### src/rtl/alien_formation_pkg.sv
// ---------------------------------------------------------------------------
// alien_formation_pkg
// Screen constants, formation defaults and state encoding shared by the
// invader formation block and its cell lookup.
// Rev 1.0
// ---------------------------------------------------------------------------
`default_nettype none

package alien_formation_pkg;

  // Visible window in renderer counter space (porches included)
  localparam int HBP = 144;
  localparam int HFP = 784;
  localparam int VBP = 31;
  localparam int VFP = 511;

  // Formation defaults
  localparam int DEF_COLS        = 8;
  localparam int DEF_ROWS        = 4;
  localparam int DEF_COL_SHIFT   = 5;
  localparam int DEF_ROW_SHIFT   = 5;
  localparam int DEF_ALIEN_W     = 16;
  localparam int DEF_ALIEN_H     = 16;
  localparam int DEF_START_X     = 160;
  localparam int DEF_START_Y     = 63;
  localparam int DEF_LAND_Y      = 486;
  localparam int DEF_STEP_X      = 4;
  localparam int DEF_STEP_Y      = 16;
  localparam int DEF_SPEED_SHIFT = 3;

  typedef enum logic [1:0] {
    ST_MARCH   = 2'd0,
    ST_DESCEND = 2'd1,
    ST_CLEARED = 2'd2,
    ST_LANDED  = 2'd3
  } state_e;

endpackage

`default_nettype wire

### src/rtl/alien_formation_grid_cell_lookup.sv
// ---------------------------------------------------------------------------
// grid_cell_lookup
// Maps a point to its formation cell: reports whether the point lies on a
// sprite footprint, the linear cell index, and whether that alien is alive.
// Purely combinational.
// Rev 1.0
// ---------------------------------------------------------------------------
`default_nettype none

module grid_cell_lookup
  import alien_formation_pkg::*;
#(
  parameter int COLS      = DEF_COLS,
  parameter int ROWS      = DEF_ROWS,
  parameter int COL_SHIFT = DEF_COL_SHIFT,
  parameter int ROW_SHIFT = DEF_ROW_SHIFT,
  parameter int ALIEN_W   = DEF_ALIEN_W,
  parameter int ALIEN_H   = DEF_ALIEN_H,
  parameter int N         = COLS * ROWS,
  parameter int IDX_W     = $clog2(N)
) (
  input  logic [9:0]       pt_x_i,
  input  logic [9:0]       pt_y_i,
  input  logic [9:0]       org_x_i,
  input  logic [9:0]       org_y_i,
  input  logic [N-1:0]     alive_mask_i,
  output logic             in_cell_o,
  output logic             alive_o,
  output logic [IDX_W-1:0] idx_o
);

  localparam logic [10:0] c_col_mask = 11'((1 << COL_SHIFT) - 1);
  localparam logic [10:0] c_row_mask = 11'((1 << ROW_SHIFT) - 1);

  logic [10:0] w_rx;
  logic [10:0] w_ry;
  logic [10:0] w_col;
  logic [10:0] w_row;
  logic        w_past_origin;
  logic        w_in_grid;
  logic        w_on_sprite;

  // Offsets are 11-bit; a negative offset is rejected by w_past_origin
  assign w_rx          = {1'b0, pt_x_i} - {1'b0, org_x_i};
  assign w_ry          = {1'b0, pt_y_i} - {1'b0, org_y_i};
  assign w_col         = w_rx >> COL_SHIFT;
  assign w_row         = w_ry >> ROW_SHIFT;
  assign w_past_origin = (pt_x_i >= org_x_i) && (pt_y_i >= org_y_i);
  assign w_in_grid     = (w_col < 11'(COLS)) && (w_row < 11'(ROWS));
  assign w_on_sprite   = ((w_rx & c_col_mask) < 11'(ALIEN_W)) &&
                         ((w_ry & c_row_mask) < 11'(ALIEN_H));

  assign in_cell_o = w_past_origin && w_in_grid && w_on_sprite;
  assign idx_o     = in_cell_o ? IDX_W'(32'(w_row) * COLS + 32'(w_col)) : '0;
  assign alive_o   = in_cell_o && alive_mask_i[idx_o];

endmodule

`default_nettype wire

### src/rtl/alien_formation.sv
// ---------------------------------------------------------------------------
// alien_formation
// Invader grid owner: alive mask, marching origin, descent/landing,
// bullet-vs-alien hit detection and a registered per-pixel alien bit.
// Rev 1.0
// ---------------------------------------------------------------------------
`default_nettype none

module alien_formation
  import alien_formation_pkg::*;
#(
  parameter int COLS        = DEF_COLS,
  parameter int ROWS        = DEF_ROWS,
  parameter int COL_SHIFT   = DEF_COL_SHIFT,
  parameter int ROW_SHIFT   = DEF_ROW_SHIFT,
  parameter int ALIEN_W     = DEF_ALIEN_W,
  parameter int ALIEN_H     = DEF_ALIEN_H,
  parameter int START_X     = DEF_START_X,
  parameter int START_Y     = DEF_START_Y,
  parameter int X_MIN       = HBP,
  parameter int X_MAX       = HFP,
  parameter int LAND_Y      = DEF_LAND_Y,
  parameter int STEP_X      = DEF_STEP_X,
  parameter int STEP_Y      = DEF_STEP_Y,
  parameter int SPEED_SHIFT = DEF_SPEED_SHIFT,
  parameter int N           = COLS * ROWS,
  parameter int IDX_W       = $clog2(N),
  parameter int CNT_W       = $clog2(N + 1)
) (
  input  logic             clk,
  input  logic             rst,
  input  logic             game_tick,
  input  logic             restart,
  input  logic             bullet_valid,
  input  logic [9:0]       bullet_x,
  input  logic [9:0]       bullet_y,
  input  logic [9:0]       pix_x,
  input  logic [9:0]       pix_y,
  output logic             alien_px,
  output logic             hit,
  output logic [IDX_W-1:0] hit_idx,
  output logic [N-1:0]     alive_mask,
  output logic [CNT_W-1:0] alive_count,
  output logic [9:0]       origin_x,
  output logic [9:0]       origin_y,
  output logic             cleared,
  output logic             landed
);

  state_e           state_q, state_d;
  logic [9:0]       origin_x_q, origin_x_d;
  logic [9:0]       origin_y_q, origin_y_d;
  logic             dir_right_q, dir_right_d;
  logic [CNT_W-1:0] tick_q, tick_d;
  logic [CNT_W-1:0] count_q, count_d;
  logic [N-1:0]     alive_q, alive_d;
  logic             hit_q, hit_d;
  logic [IDX_W-1:0] hit_idx_q, hit_idx_d;
  logic             px_q, px_d;

  logic             w_bul_in_cell, w_bul_alive;
  logic [IDX_W-1:0] w_bul_idx;
  logic             w_pix_in_cell, w_pix_alive;
  logic [IDX_W-1:0] w_pix_idx;
  logic             w_unused_pix;

  logic [COLS-1:0]  w_col_live;
  logic [ROWS-1:0]  w_row_live;
  logic [10:0]      w_r_col, w_l_col, w_b_row;
  logic [10:0]      w_right_sum, w_left_sum, w_new_y, w_land_sum;
  logic [10:0]      w_x_inc, w_x_dec;
  logic             w_right_block, w_left_block, w_edge, w_land;
  logic [CNT_W-1:0] w_period_raw, w_period;
  logic [CNT_W:0]   w_tick_next;
  logic             w_active, w_period_done, w_move, w_hit;

  grid_cell_lookup #(
    .COLS(COLS), .ROWS(ROWS), .COL_SHIFT(COL_SHIFT), .ROW_SHIFT(ROW_SHIFT),
    .ALIEN_W(ALIEN_W), .ALIEN_H(ALIEN_H), .N(N), .IDX_W(IDX_W)
  ) u_bullet_lookup (
    .pt_x_i(bullet_x), .pt_y_i(bullet_y),
    .org_x_i(origin_x_q), .org_y_i(origin_y_q), .alive_mask_i(alive_q),
    .in_cell_o(w_bul_in_cell), .alive_o(w_bul_alive), .idx_o(w_bul_idx)
  );

  grid_cell_lookup #(
    .COLS(COLS), .ROWS(ROWS), .COL_SHIFT(COL_SHIFT), .ROW_SHIFT(ROW_SHIFT),
    .ALIEN_W(ALIEN_W), .ALIEN_H(ALIEN_H), .N(N), .IDX_W(IDX_W)
  ) u_pixel_lookup (
    .pt_x_i(pix_x), .pt_y_i(pix_y),
    .org_x_i(origin_x_q), .org_y_i(origin_y_q), .alive_mask_i(alive_q),
    .in_cell_o(w_pix_in_cell), .alive_o(w_pix_alive), .idx_o(w_pix_idx)
  );

  // The pixel path needs only the live/sprite bit, not the cell index
  assign w_unused_pix = ^w_pix_idx;

  // Column/row occupancy and the extreme live column/row indices
  always_comb begin
    w_col_live = '0;
    w_row_live = '0;
    w_r_col    = '0;
    w_l_col    = '0;
    w_b_row    = '0;
    for (int r = 0; r < ROWS; r++) begin
      for (int c = 0; c < COLS; c++) begin
        if (alive_q[r*COLS + c]) begin
          w_col_live[c] = 1'b1;
          w_row_live[r] = 1'b1;
        end
      end
    end
    for (int c = 0; c < COLS; c++) begin
      if (w_col_live[c]) w_r_col = 11'(c);
    end
    for (int c = COLS - 1; c >= 0; c--) begin
      if (w_col_live[c]) w_l_col = 11'(c);
    end
    for (int r = 0; r < ROWS; r++) begin
      if (w_row_live[r]) w_b_row = 11'(r);
    end
  end

  // Edge and landing tests are done at 11 bits so the sums never wrap
  assign w_right_sum   = {1'b0, origin_x_q} + (w_r_col << COL_SHIFT) +
                         11'(ALIEN_W) + 11'(STEP_X);
  assign w_left_sum    = {1'b0, origin_x_q} + (w_l_col << COL_SHIFT);
  assign w_right_block = w_right_sum > 11'(X_MAX);
  assign w_left_block  = w_left_sum < 11'(X_MIN + STEP_X);
  assign w_edge        = dir_right_q ? w_right_block : w_left_block;
  assign w_new_y       = {1'b0, origin_y_q} + 11'(STEP_Y);
  assign w_land_sum    = w_new_y + (w_b_row << ROW_SHIFT) + 11'(ALIEN_H);
  assign w_land        = w_land_sum >= 11'(LAND_Y);
  assign w_x_inc       = {1'b0, origin_x_q} + 11'(STEP_X);
  assign w_x_dec       = {1'b0, origin_x_q} - 11'(STEP_X);

  // Move period shrinks as the formation thins, never below one tick
  assign w_period_raw  = count_q >> SPEED_SHIFT;
  assign w_period      = (w_period_raw == '0) ? CNT_W'(1) : w_period_raw;
  assign w_tick_next   = {1'b0, tick_q} + {{CNT_W{1'b0}}, 1'b1};
  assign w_period_done = w_tick_next >= {1'b0, w_period};
  assign w_active      = (state_q == ST_MARCH) || (state_q == ST_DESCEND);
  assign w_move        = w_active && game_tick && w_period_done && (count_q != '0);
  assign w_hit         = bullet_valid && w_active && w_bul_in_cell && w_bul_alive;

  // FSM state register
  always_ff @(posedge clk or negedge rst) begin
    if (!rst) state_q <= ST_MARCH;
    else      state_q <= state_d;
  end

  // FSM next-state: clearing wins over movement; landing checked on descent
  always_comb begin
    state_d = state_q;
    if (restart) begin
      state_d = ST_MARCH;
    end else begin
      case (state_q)
        ST_MARCH: begin
          if (count_q == '0)         state_d = ST_CLEARED;
          else if (w_move && w_edge) state_d = ST_DESCEND;
        end
        ST_DESCEND: begin
          if (count_q == '0) state_d = ST_CLEARED;
          else if (w_move)   state_d = w_land ? ST_LANDED : ST_MARCH;
        end
        default: state_d = state_q;
      endcase
    end
  end

  // FSM outputs
  always_comb begin
    cleared = (state_q == ST_CLEARED);
    landed  = (state_q == ST_LANDED);
  end

  // Datapath next-state: tick counter, origin, direction, hits and pixel bit
  always_comb begin
    origin_x_d  = origin_x_q;
    origin_y_d  = origin_y_q;
    dir_right_d = dir_right_q;
    tick_d      = tick_q;
    count_d     = count_q;
    alive_d     = alive_q;
    hit_d       = 1'b0;
    hit_idx_d   = hit_idx_q;
    px_d        = w_pix_alive && (state_q != ST_CLEARED);
    if (restart) begin
      origin_x_d  = 10'(START_X);
      origin_y_d  = 10'(START_Y);
      dir_right_d = 1'b1;
      tick_d      = '0;
      count_d     = CNT_W'(N);
      alive_d     = '1;
      hit_idx_d   = '0;
      px_d        = 1'b0;
    end else begin
      if (w_active && game_tick) begin
        tick_d = w_period_done ? '0 : w_tick_next[CNT_W-1:0];
      end
      if (w_move) begin
        if (state_q == ST_MARCH) begin
          if (!w_edge) origin_x_d = dir_right_q ? w_x_inc[9:0] : w_x_dec[9:0];
        end else begin
          origin_y_d  = w_new_y[9:0];
          dir_right_d = ~dir_right_q;
        end
      end
      // Hit uses the pre-move origin; both updates land on the same edge
      if (w_hit) begin
        alive_d[w_bul_idx] = 1'b0;
        count_d            = count_q - CNT_W'(1);
        hit_d              = 1'b1;
        hit_idx_d          = w_bul_idx;
      end
    end
  end

  // Datapath registers
  always_ff @(posedge clk or negedge rst) begin
    if (!rst) begin
      origin_x_q  <= 10'(START_X);
      origin_y_q  <= 10'(START_Y);
      dir_right_q <= 1'b1;
      tick_q      <= '0;
      count_q     <= CNT_W'(N);
      alive_q     <= '1;
      hit_q       <= 1'b0;
      hit_idx_q   <= '0;
      px_q        <= 1'b0;
    end else begin
      origin_x_q  <= origin_x_d;
      origin_y_q  <= origin_y_d;
      dir_right_q <= dir_right_d;
      tick_q      <= tick_d;
      count_q     <= count_d;
      alive_q     <= alive_d;
      hit_q       <= hit_d;
      hit_idx_q   <= hit_idx_d;
      px_q        <= px_d;
    end
  end

  assign alien_px    = px_q;
  assign hit         = hit_q;
  assign hit_idx     = hit_idx_q;
  assign alive_mask  = alive_q;
  assign alive_count = count_q;
  assign origin_x    = origin_x_q;
  assign origin_y    = origin_y_q;

endmodule

`default_nettype wire
### config.mk
export PLATFORM = sky130hd
export DESIGN_NAME = alien_formation
export DESIGN_NICKNAME = d
export VERILOG_FILES = /design/src/rtl/alien_formation_pkg.sv /design/src/rtl/alien_formation_grid_cell_lookup.sv /design/src/rtl/alien_formation.sv
export SDC_FILE = /design/constraint.sdc
export NUM_CORES = 1
export LEC_CHECK = 0
export ABC_AREA = 1
export CAP_MARGIN = 20
export CORE_ASPECT_RATIO = 0.9
export CORE_UTILIZATION = 35
export CTS_BUF_LIST = sky130_fd_sc_hd__clkbuf_2
export DETAILED_ROUTE_END_ITERATION = 6
export PLACE_DENSITY = 0.54
export SYNTH_ARGS = -nofsm -noshare
export SYNTH_HDL_FRONTEND = slang
export SYNTH_HIERARCHICAL = 1
export SYNTH_SLANG_ARGS = --single-unit
export TNS_END_PERCENT = 30
### constraint.sdc
create_clock -name clk -period 8.4 [get_ports clk]
set_input_delay 1.68 -clock clk [delete_from_list [all_inputs] [get_ports clk]]
set_output_delay 1.68 -clock clk [all_outputs]
set_load 0.01 [all_outputs]
==> out/metrics.csv <==
metric;value;unit
status;complete, no violations;
yosys_most_used_dff;sky130_fd_sc_hd__dfstp_2;
root_buffer;sky130_fd_sc_hd__clkbuf_2;
cts-hold-fix-buffers;0;
vias;7168;
fmaxAchievable;0.1918;GHz
htree_num_levels;3;
cpMaxStageDelayCell;sky130_fd_sc_hd__nor3_4;
cts.repair.resized;0;
area.growth.synth_to_final;19.83;%
ys.warnings.count;6;
placement_rows;48;
detailedPlacementHpwl;16.55;mm
maxCapViolations;0;
max_clock_skew;0.03141;ns
critPathKind;in -> reg;
clock_sink_count;69;
worstPathArrival;5.66;ns
synth_cell_type_count;49;
fin_cells;1444;
worstPathCellList;clkdlybuf4s50_1 > ha_1 > nand2_1 > nor2_1 > nand3_1 > nand3_1 > nand3_2 > nor3_4 > nand3_4 > inv_1 > nand2_1 > nand3_1 > nand3_1 > nand3_1 > nand3_1 > nand2_1 > nand4_1 > inv_1 > nand3_1 > o21ai_0 > nand2_1;
cp_data_required_time;8.84;ns
detailed_route_vias_per_instance;4.964;
clkTransAtPathRegs;0.22;ns
final_min_period_over_clock_period;62.08;%
die_h;136.3;um
finalWorstPathRequiredPeriod;5.215;ns
post_drt_wl_per_cell;14.70;um
post_route_cells_drive_above_1_share;8.208;%
timing.slew.headroom;39.47;%
dieArea;20620;um^2
postSynthRegisterBits;69;
grt_use_total;21.23;%
final_cell_area;8408;um^2
dpl.cell_count;1428;
worst_pin_slew;0.9079;ns
remaining_drc_errors;0;
power-per-cell-area;116.8;nW/um^2
port_buffers;109;
grt_pass1_wl;34.04;mm
globalplace.congestion;0.8460;
syn_inst;1079;
cp_num_buf_inv;3;
totalNegativeSetupSlack;0;ns
postCtsSetupBuffers;0;
synth_enable_flop_cells;0;
n_fill_cell;2015;
antenna-diode-count;0;
timing.critical_path.slowest_cell_delay;0.67;ns
iter_0_drt_violations;555;
grt_max_degree;70;
grt_remaining_overflow;0;
skew_pair_late_insertion_delay;0.52;ns
holdCritPathClass;reg -> reg;
hold_violations;0;
floorplan.core_area;19400;um^2
total_power;981.7;uW
irDropWorstVdd;0.00009547;V
grt_antenna_before_repair;0;
unrepaired_setup_endpoints_after_global_routing;false;
detail-route-antenna-nets;0;
netlist_area;7017;um^2
r2r_setup_slack;3.95;ns
start_kind;primary input;
tritoncts;built;
report.final.slew_viol_count;0;
setup_violations_final;0;
dr.pass1.iters;6;
ctsLongestPathBuffers;2;
route.final.wire_length;21.23;mm
cp_endpoint_kind;register;
vias_in_the_first_global_route;6452;
die_w;151.3;um
cp_max_fo;18;
floorplan.io_pins;112;
finalCoreUtilization;43.34;%
path_common_cell;sky130_fd_sc_hd__nand3_1;
area_of_placed_instances;8323;um^2
syn-mean-instance-area;6.503;um^2
synth_async_sr_flop_share;100.0;%
synth-seq-area-share;25.30;%
total_leakage_power;0.004288;uW
layout.nets;1299;
timing.critical_path.max_delay_family;simple AND/OR/NAND/NOR gates;
tritoncts.num_buffers;9;
start_util;36.17;%
[cells by family after synthesis]
family	Yosys count	share of synthesized area, %
AND/OR/NAND/NOR	592	38.12
buffers and inverters	201	11.80
AO/OA/AOI/OAI	131	10.41
flip-flops	69	25.30
adder cells (fa/ha/maj)	65	11.80
XOR/XNOR	20	2.496
other	1	0.05344
[sequential cells by signal, summed over array words and instances (netlist names)]
| name | cells |
|---|---|
| hit_idx | 5 |
| hit | 1 |
| origin_x | 8 |
| alien_px | 1 |
| dir_right_q | 1 |
| state_q | 2 |
| tick_q | 6 |
| alive_count | 6 |
| origin_y | 7 |
| alive_mask | 32 |
[through the flow]
stage,hold slack [ns],worst slack (ns)
after floorplan,0.4599,3.973
after global placement,0.4791,2.720
after detailed placement,0.4843,2.628
after CTS,0.5134,3.228
after global routing,0.5235,2.717
final,0.5106,3.185
[power breakdown]
part | switching [uW] | total, uW | internal (uW)
sequential | 29.1 | 377 | 348
clock | 127 | 169 | 41.8
combinational | 266 | 435 | 169
[final cells by class]
cell class                      count  area, um^2  area share [%]
Timing Repair Buffer              114        1124           13.36
Clock inverter                      4       25.02          0.2976
Sequential cell                    69        1775           21.12
Inverter                          181       679.4           8.080
Clock buffer                       12       60.06          0.7143
Tap cell                          250       312.8           3.720
Multi-Input combinational cell    814        4432           52.71
[synthesized netlist by cell type, types with 3 or more instances]
master / n / area share (%)
sky130_fd_sc_hd__a31oi_1: 3 / 0.27
sky130_fd_sc_hd__dfrtp_1: 30 / 11
sky130_fd_sc_hd__nor3_1: 5 / 0.36
sky130_fd_sc_hd__dfstp_2: 39 / 15
sky130_fd_sc_hd__buf_6: 4 / 0.64
sky130_fd_sc_hd__nor4_1: 8 / 0.71
sky130_fd_sc_hd__clkbuf_1: 5 / 0.27
sky130_fd_sc_hd__o21bai_1: 5 / 0.54
sky130_fd_sc_hd__inv_2: 3 / 0.16
sky130_fd_sc_hd__nor2_2: 6 / 0.54
sky130_fd_sc_hd__nand3_1: 116 / 8.3
sky130_fd_sc_hd__ha_1: 63 / 11
sky130_fd_sc_hd__nor2_4: 3 / 0.48
sky130_fd_sc_hd__xor2_1: 18 / 2.2
sky130_fd_sc_hd__nor2_1: 83 / 4.4
sky130_fd_sc_hd__buf_2: 4 / 0.29
sky130_fd_sc_hd__inv_1: 177 / 9.5
sky130_fd_sc_hd__buf_4: 5 / 0.54
sky130_fd_sc_hd__nand3_2: 4 / 0.57
sky130_fd_sc_hd__nand2_1: 306 / 16
sky130_fd_sc_hd__o21ai_0: 60 / 4.3
sky130_fd_sc_hd__a21oi_1: 44 / 3.1
sky130_fd_sc_hd__nand4_1: 40 / 3.6
sky130_fd_sc_hd__nand2_2: 5 / 0.45
sky130_fd_sc_hd__o21ai_1: 3 / 0.21
sky130_fd_sc_hd__or2_2: 5 / 0.45
[per-layer routing]
layer	global-route usage, %	vias to the layer above	part of all wire, %
met4	2.889	0	0.49
li1	-	3730	-
met1	31.42	3209	49
met3	4.430	10	7.1
met5	0	-	0
met2	31.96	219	43
[tightest hold or removal path: stages, from the launching register on]
cell                      delay, ns
sky130_fd_sc_hd__dfrtp_1       0.41
sky130_fd_sc_hd__inv_1         0.06
sky130_fd_sc_hd__nor2_1        0.04
[worst paths after layout]
path / from / end / cells after the start
max in group asynchronous: rst / origin_y[9] / 2
min: tick_q[5] / tick_q[5] / 2
max reg2reg: origin_y[4] / alive_mask[5] / 23
min reg2reg: tick_q[5] / tick_q[5] / 2
max: bullet_x[5] / alive_mask[5] / 21
min in group asynchronous: rst / tick_q[3] / 2
[cells in the final DEF, fill, tap and decap left out, types with 39 or more instances in the layout]
cell	Yosys	layout
sky130_fd_sc_hd__clkdlybuf4s50_1	0	108
sky130_fd_sc_hd__ha_1	63	63
sky130_fd_sc_hd__o21ai_0	60	60
sky130_fd_sc_hd__inv_1	177	177
sky130_fd_sc_hd__nand4_1	40	40
sky130_fd_sc_hd__dfstp_2	39	39
sky130_fd_sc_hd__a21oi_1	44	44
sky130_fd_sc_hd__nor2_1	83	83
sky130_fd_sc_hd__nand2_1	306	306
sky130_fd_sc_hd__nand3_1	116	116
Power figures use the tool's default switching activity.
